<file path="src/rtl/multicycle_control_fsm.sv">
// Main control FSM for the multicycle RV64I-subset core: sequences fetch, decode,
// execute, memory and writeback, and drives every datapath strobe and mux select.
module multicycle_control_fsm #(
  parameter int INST_W        = 32,
  parameter bit MEM_HANDSHAKE = 1'b1,
  parameter int ALUCTRL_W     = 3
) (
  input  logic                 clk,
  input  logic                 rst_n,
  input  logic [INST_W-1:0]    inst,
  input  logic                 zero,
  input  logic                 mem_ready,
  output logic                 pc_write,
  output logic                 adr_src,
  output logic                 mem_write,
  output logic                 ir_write,
  output logic                 reg_write,
  output logic [1:0]           alu_src_a,
  output logic [1:0]           alu_src_b,
  output logic [ALUCTRL_W-1:0] alu_control,
  output logic [2:0]           imm_src,
  output logic [1:0]           result_src,
  output logic [3:0]           state_dbg,
  output logic                 illegal
);

  typedef enum logic [3:0] {
    S_FETCH    = 4'd0,
    S_DECODE   = 4'd1,
    S_MEMADR   = 4'd2,
    S_MEMREAD  = 4'd3,
    S_MEMWB    = 4'd4,
    S_MEMWRITE = 4'd5,
    S_EXECR    = 4'd6,
    S_EXECI    = 4'd7,
    S_ALUWB    = 4'd8,
    S_BRANCH   = 4'd9,
    S_JAL      = 4'd10,
    S_AUIPC    = 4'd11,
    S_TRAP     = 4'd12
  } state_e;

  localparam logic [6:0] OP_LD    = 7'b0000011;
  localparam logic [6:0] OP_I     = 7'b0010011;
  localparam logic [6:0] OP_AUIPC = 7'b0010111;
  localparam logic [6:0] OP_SD    = 7'b0100011;
  localparam logic [6:0] OP_R     = 7'b0110011;
  localparam logic [6:0] OP_B     = 7'b1100011;
  localparam logic [6:0] OP_JAL   = 7'b1101111;

  state_e     state_q, state_d;
  logic [6:0] opcode_s;
  logic [2:0] funct3_s;
  logic       funct7b5_s;
  logic       ready_s;
  logic       r_legal_s;
  logic [2:0] r_alu_s;
  logic       pc_write_s, adr_src_s, mem_write_s, ir_write_s, reg_write_s, illegal_s;
  logic [1:0] alu_src_a_s, alu_src_b_s, result_src_s;
  logic [2:0] alu_s, imm_s;
  logic       unused_fields;

  assign opcode_s      = inst[6:0];
  assign funct3_s      = inst[14:12];
  assign funct7b5_s    = inst[30];
  assign ready_s       = MEM_HANDSHAKE ? mem_ready : 1'b1;
  assign unused_fields = ^{inst[31], inst[29:15], inst[11:7]};

  if (INST_W > 32) begin : g_wide_inst
    logic unused_hi;
    assign unused_hi = ^inst[INST_W-1:32];
  end

  // State register: reset abandons any instruction and returns to FETCH.
  always_ff @(posedge clk or negedge rst_n) begin
    if (!rst_n) begin
      state_q <= S_FETCH;
    end else begin
      state_q <= state_d;
    end
  end

  // R-type ALU operation from {funct7[5], funct3}; unsupported pairs are illegal.
  always_comb begin
    r_legal_s = 1'b1;
    r_alu_s   = 3'b000;
    case ({funct7b5_s, funct3_s})
      4'b0000: r_alu_s = 3'b000;
      4'b1000: r_alu_s = 3'b001;
      4'b0111: r_alu_s = 3'b010;
      4'b0110: r_alu_s = 3'b011;
      4'b0010: r_alu_s = 3'b101;
      default: r_legal_s = 1'b0;
    endcase
  end

  // Next-state logic.
  always_comb begin
    state_d = state_q;
    case (state_q)
      S_FETCH:    state_d = ready_s ? S_DECODE : S_FETCH;
      S_DECODE: begin
        case (opcode_s)
          OP_LD, OP_SD: state_d = S_MEMADR;
          OP_R:         state_d = S_EXECR;
          OP_I:         state_d = S_EXECI;
          OP_B:         state_d = S_BRANCH;
          OP_JAL:       state_d = S_JAL;
          OP_AUIPC:     state_d = S_AUIPC;
          default:      state_d = S_TRAP;
        endcase
      end
      S_MEMADR: begin
        if (funct3_s != 3'b011) begin
          state_d = S_TRAP;
        end else if (opcode_s == OP_LD) begin
          state_d = S_MEMREAD;
        end else begin
          state_d = S_MEMWRITE;
        end
      end
      S_MEMREAD:  state_d = ready_s ? S_MEMWB : S_MEMREAD;
      S_MEMWB:    state_d = S_FETCH;
      S_MEMWRITE: state_d = ready_s ? S_FETCH : S_MEMWRITE;
      S_EXECR:    state_d = r_legal_s ? S_ALUWB : S_TRAP;
      S_EXECI:    state_d = (funct3_s == 3'b000) ? S_ALUWB : S_TRAP;
      S_ALUWB:    state_d = S_FETCH;
      S_BRANCH:   state_d = (funct3_s[2:1] == 2'b00) ? S_FETCH : S_TRAP;
      S_JAL:      state_d = S_ALUWB;
      S_AUIPC:    state_d = S_ALUWB;
      S_TRAP:     state_d = S_TRAP;
      default:    state_d = S_FETCH;
    endcase
  end

  // Per-state datapath controls; BRANCH and the memory handshake are the only input-dependent strobes.
  always_comb begin
    pc_write_s   = 1'b0;
    adr_src_s    = 1'b0;
    mem_write_s  = 1'b0;
    ir_write_s   = 1'b0;
    reg_write_s  = 1'b0;
    illegal_s    = 1'b0;
    alu_src_a_s  = 2'b00;
    alu_src_b_s  = 2'b00;
    result_src_s = 2'b00;
    alu_s        = 3'b000;
    case (state_q)
      S_FETCH: begin
        alu_src_b_s  = 2'b10;
        result_src_s = 2'b10;
        ir_write_s   = ready_s;
        pc_write_s   = ready_s;
      end
      S_DECODE: begin
        alu_src_a_s = 2'b01;
        alu_src_b_s = 2'b01;
      end
      S_MEMADR: begin
        alu_src_a_s = 2'b10;
        alu_src_b_s = 2'b01;
      end
      S_MEMREAD: adr_src_s = 1'b1;
      S_MEMWB: begin
        result_src_s = 2'b01;
        reg_write_s  = 1'b1;
      end
      S_MEMWRITE: begin
        adr_src_s   = 1'b1;
        mem_write_s = 1'b1;
      end
      S_EXECR: begin
        alu_src_a_s = 2'b10;
        alu_s       = r_alu_s;
      end
      S_EXECI: begin
        alu_src_a_s = 2'b10;
        alu_src_b_s = 2'b01;
      end
      S_ALUWB: reg_write_s = 1'b1;
      S_BRANCH: begin
        alu_src_a_s = 2'b10;
        alu_s       = 3'b001;
        case (funct3_s)
          3'b000:  pc_write_s = zero;
          3'b001:  pc_write_s = !zero;
          default: pc_write_s = 1'b0;
        endcase
      end
      S_JAL: begin
        alu_src_a_s = 2'b01;
        alu_src_b_s = 2'b10;
        pc_write_s  = 1'b1;
      end
      S_AUIPC: begin
        alu_src_a_s = 2'b01;
        alu_src_b_s = 2'b01;
      end
      S_TRAP:  illegal_s = 1'b1;
      default: illegal_s = 1'b0;
    endcase
  end

  // Immediate format follows the opcode in every state.
  always_comb begin
    case (opcode_s)
      OP_LD, OP_I: imm_s = 3'b000;
      OP_SD:       imm_s = 3'b001;
      OP_B:        imm_s = 3'b010;
      OP_JAL:      imm_s = 3'b011;
      OP_AUIPC:    imm_s = 3'b100;
      default:     imm_s = 3'b000;
    endcase
  end

  // Write strobes are gated directly by rst_n so they drop the moment reset asserts.
  assign pc_write    = pc_write_s  & rst_n;
  assign ir_write    = ir_write_s  & rst_n;
  assign reg_write   = reg_write_s & rst_n;
  assign mem_write   = mem_write_s & rst_n;
  assign adr_src     = adr_src_s;
  assign alu_src_a   = alu_src_a_s;
  assign alu_src_b   = alu_src_b_s;
  assign alu_control = ALUCTRL_W'(alu_s);
  assign imm_src     = imm_s;
  assign result_src  = result_src_s;
  assign state_dbg   = state_q;
  assign illegal     = illegal_s;

endmodule

</file>
<file path="config.mk">
export PLATFORM = sky130hd
export DESIGN_NAME = multicycle_control_fsm
export DESIGN_NICKNAME = d
export VERILOG_FILES = /design/src/rtl/multicycle_control_fsm.sv
export SDC_FILE = /design/constraint.sdc
export NUM_CORES = 1
export LEC_CHECK = 0
export BUFFER_PORTS_ARGS = -buffer_cell sky130_fd_sc_hd__buf_2
export CORE_MARGIN = 2
export CORE_UTILIZATION = 42
export DETAILED_ROUTE_END_ITERATION = 10
export PLACE_DENSITY = 0.84
export SYNTH_ARGS = -nofsm -noshare
export SYNTH_HDL_FRONTEND = slang
export SYNTH_SLANG_ARGS = --single-unit
</file>
<file path="constraint.sdc">
create_clock -name clk -period 3.7 [get_ports clk]
set_clock_uncertainty 0.2 [all_clocks]
set_input_delay 0.74 -clock clk [delete_from_list [all_inputs] [get_ports clk]]
set_output_delay 0.74 -clock clk [all_outputs]
set_load 0.02 [all_outputs]
</file>
Word level (Yosys, flattened, before mapping)
Cells that the tools add are included.
- reductions and logical operators: 14
- multiplexer cells: 24
- bitwise logic cells: 4
- equal/unequal tests: 25
- operator list (operator ; number):
    $pmux 4 s10 ; 1
    $eq 4x3->1 const B ; 6
    $eq 4x4->1 const B ; 6
    $pmux 3 s4 ; 2
    $pmux 4 s6 ; 1
    $mux 3 ; 5
    $eq 7x5->1 const B ; 2
    $eq 7x6->1 const B ; 2
    $eq 7x7->1 const B ; 2
    $eq 4x2->1 const B ; 3
    $pmux 2 s2 ; 3
    $reduce_or 2->1 ; 5
    $logic_not 4->1 ; 2
    $mux 4 ; 2
    $reduce_or 4->1 ; 2
    $eq 7x2->1 const B ; 1
    $mux 1 ; 7
    $pmux 3 s2 ; 1
    $reduce_or 5->1 ; 1
    $and 1x1->1 ; 4
    $eq 4x1->1 const B ; 1
    $eq 3x1->1 const B ; 1
    $logic_not 3->1 ; 1
    $ne 3x2->1 const B ; 1
    5 further kinds ; 5
- input bits: 36
- flip-flop bits (word level): 4

Logic depth before layout (Yosys ltp)
- word-level depth: 5
- mapped depth: 6

Worst setup path before layout
Ideal clock, no wire load.
- path kind: reg2out
- start point: reg state_q[0] (netlist: state_dbg[0])
- end point: out ir_write
- setup slack: 0.828 ns
- arrival time: 1.932 ns
- path buffers: 2
- stages on the path, launching flop included: 5
- path through: dfrtp_1 -> clkbuf_2 -> buf_2 -> nor4_1 -> and3_1
- cells in the longest elaborated chain, start to end: 3
- ends and longest elaborated chain (item ; RTL line ; text):
    from (decl) ; 51 ; state_e state_q, state_d;
    from (signal assigned) ; 79 ; state_q <= state_d;
    $logic_not 4->1 ; 148 ; case (state_q)
    $mux 1 ; 148 ;
    $and 1x1->1 ; 218 ; assign ir_write = ir_write_s & rst_n;
    to (decl) ; 16 ; output logic ir_write,
No other way between the ends.

Final worst setup path
- start point: in inst[14]
- end point: out pc_write
- cells in the longest elaborated chain, start to end: 4
- ends and longest elaborated chain (item ; RTL line ; text):
    from (decl) ; 10 ; input logic [INST_W-1:0] inst,
    $eq 3x1->1 / $logic_not 3->1 (equally long branches) ; 184 ; case (funct3_s)
    $pmux 1 s2 * ; 184 ;
    $pmux 1 s3 * ; 148 ;
    $and 1x1->1 * ; 217 ; assign pc_write = pc_write_s & rst_n;
    to (decl) ; 13 ; output logic pc_write,
Every way passes the cells marked *; elsewhere a longest branch is shown, timed or not.

==> impl_metrics.tcl <==
set metrics [dict create \
    status "finished clean" \
    drtIter0Drc 25 \
    ys_seq_area_frac 0.132 \
    wl_per_cell_um 12.6 \
    clock_sinks 4 \
    setup_viol 0 \
    row_count 15 \
    cts_tree "done" \
    fin_area_um2 926 \
    final_cells 167 \
    grtUsageMet1 0.301 \
    viasPerCell 5.61 \
    timing_hold_violations_final 0 \
    ir_worst_vdd_mv 0.195 \
    critPathLaunch "inst[14]" \
    grt_busiest_layer "met2" \
    grt_use_met2 0.328 \
    maxSlewHeadroom 0.566 \
    start_util 0.443 \
    insertion_delay_ns 0.23 \
    gp_congestion 0.802 \
    numCtsBuffers 3 \
    fmax_mhz 354 \
    internal-power_uw 222 \
    switchingPower_uw 289 \
    grt_pass1_vias 716 \
    r2r-start "state_dbg[1]$_DFF_PN0_" \
    synth_area_per_cell_um2 6.82 \
    r2r_cells 4 \
    worst_ep_required_time_ns 2.76 \
    hold-worst-slack_ns 0.130 \
    min_period_ns 2.82 \
    rrSetupSlack_ns 1.70 \
    end_kind "output port" \
    cp_cell_sequence "buf_2 > nor2_1 > and2_1 > a32oi_1 > a2bb2oi_1 > nor3b_1 > buf_2" \
    dp.cells 164 \
    grt_overflow 0 \
    io_pins 58 \
    use_met3 0.0353 \
    synth-seq-cells 4 \
    track_usage 0.211 \
    htree_levels 1 \
    die_w_um 46.5 \
    synthToLayoutAreaGrowth_pct 22.3 \
    crit_path_max_fanout 4 \
    antenna_found_initial 0 \
    rsz0062_at_grt "no" \
    syn-instance-count 111 \
    finalCritPeriodShare 0.763 \
    largest_reg_flops 4 \
    root_buffer "clkbuf_4" \
    start_kind "input pin" \
    clk_pin_slew_ns 0.04 \
    core_mm2 0.00171 \
    post-route-util 0.542 \
    synth_warnings 0 \
    finalSetupTns_ns 0 \
    ctsHoldBuffers 0 \
    p_per_area_mw_per_mm2 552 \
    arrival_ns 1.88 \
    max_stage_delay_ns 0.20 \
    synth_cell_types 40 \
    critical_path.slowest_cell "nor2_1" \
    port_buffers 36 \
    postCtsSetupBuffers 0 \
    die_h_um 46.5 \
    r2r_end "state_dbg[0]$_DFF_PN0_" \
    syn_nets 147 \
    drcViolationCount 0 \
    worstSetupPathType "in2out" \
    clkPwrFrac 0.100 \
    grt_pass1_wl_um 3280 \
    postRouteAntennaNets 0 \
    dpl-instance-area_um2 903 \
    hp-class "in2async" \
    vias 937 \
    maxCapViolCount 0 \
    crit_end "pc_write" \
    syn_area_um2 757 \
    tightest_slew_ns 0.650 \
    p_leak_nw 0.434 \
    antenna_cells 0 \
    nets 180 \
    die_area_mm2 0.00216 \
    p_sw_frac 0.565 \
    seqPwrFrac 0.239 \
    crit_top_cell "buf_2" \
    final_max_slew_viol_count 0 \
    ctsLongestPathBuffers 2 \
    drive_gt1_frac 0.324 \
    dr.pass1.iters 5 \
    dp_hpwl_um 1600 \
    cts-resized-gates 0 \
    routed_wl_um 2100 \
    grt_max_degree 22 \
    fillers 183 \
    p_comb_frac 0.661 \
]
cell type report:
class                      count  area [µm²]  area share
clock buffer                   3        22.5      0.0243
multi-input combinational     95         577       0.623
sequential                     4         100       0.108
tap                           25        31.3      0.0338
inverter                       4        15.0      0.0162
timing repair buffer          36         180       0.195
stage by stage:
step,power [mW],worst slack (ns)
after floorplan,0.367,0.828
after global placement,0.447,0.877
after detailed placement,0.456,0.894
after CTS,0.510,0.889
after global routing,0.556,0.758
final,0.511,0.878
power groups by stage:
stage,registers (mW),clock network [mW],logic [mW]
6_report,0.122,0.0512,0.337
3_5_place_dp,0.120,0,0.335
4_1_cts,0.120,0.0526,0.337
2_1_floorplan,0.0870,0,0.280
3_3_place_gp,0.119,0,0.328
5_1_grt,0.130,0.0580,0.367
synth_stat cells:
library cell / n / area share
nand3_2: 1 / 0.013
a31oi_1: 1 / 0.0083
nor3_4: 1 / 0.021
and2_1: 2 / 0.017
nor2b_2: 1 / 0.012
nor4_1: 3 / 0.025
nor3_1: 9 / 0.059
o22ai_1: 4 / 0.033
a211oi_1: 1 / 0.0099
o221ai_1: 1 / 0.012
o22a_1: 1 / 0.012
o21ai_0: 2 / 0.013
clkbuf_2: 1 / 0.0066
nand3_1: 7 / 0.046
nor2_1: 15 / 0.074
a21oi_1: 8 / 0.053
o31a_1: 1 / 0.012
or2_2: 1 / 0.0083
a311oi_2: 1 / 0.020
a2bb2oi_1: 1 / 0.012
buf_2: 1 / 0.0066
dfrtp_1: 4 / 0.13
o211ai_1: 2 / 0.020
nor4b_1: 1 / 0.012
a32oi_1: 1 / 0.012
inv_1: 4 / 0.020
o311a_1: 1 / 0.013
nor2b_1: 5 / 0.041
clkbuf_1: 2 / 0.0099
clkbuf_8: 1 / 0.018
buf_6: 3 / 0.045
a221o_1: 1 / 0.013
and3_1: 2 / 0.017
nand2_1: 7 / 0.035
o32ai_1: 2 / 0.023
nor3b_1: 1 / 0.0099
xor2_1: 1 / 0.012
xnor2_1: 2 / 0.023
and2b_2: 2 / 0.023
nand2b_1: 6 / 0.050
cell families after synthesis:
family | synth area share
xor gates and xnor gates | 0.0347
DFF | 0.132
and+or+nand+nor | 0.463
buffers and inverters | 0.106
AOI/OAI and AO/OA | 0.264
per-layer routing:
layer  share of wire  up-vias
li1                -      477
met1            0.47      427
met2            0.48       33
met3           0.050        0
met4               0        0
met5               0        -
critical path: cells and delay by family:
| kind | cells | cell delay (ns) |
|---|---|---|
| simple gates | 3 | 0.57 |
| compound gates | 2 | 0.26 |
| buf+inv | 2 | 0.31 |
how the worst min path moves through the flow:
stage | end | slack, ns | cells past startpoint
2_1_floorplan | state_dbg[0]$_DFF_PN0_ | 0.24 | 0
3_3_place_gp | state_dbg[2]$_DFF_PN0_ | 0.37 | 1
3_5_place_dp | state_dbg[2]$_DFF_PN0_ | 0.37 | 1
4_1_cts | state_dbg[2]$_DFF_PN0_ | 0.13 | 1
5_1_grt | state_dbg[2]$_DFF_PN0_ | 0.12 | 1
6_report | state_dbg[2]$_DFF_PN0_ | 0.13 | 1
placed cells by master, fill, tap and decap left out, drive strengths merged, types with 3 or more instances in the layout:
cell	instances
nand2b	6
inv	4
a21oi	8
nand2	7
nor3	10
o22ai	4
nor2b	6
clkbuf	3
nor2	15
nor4	3
dfrtp	4
buf	36
nand3	8
(Power assumes the default switching activity.)
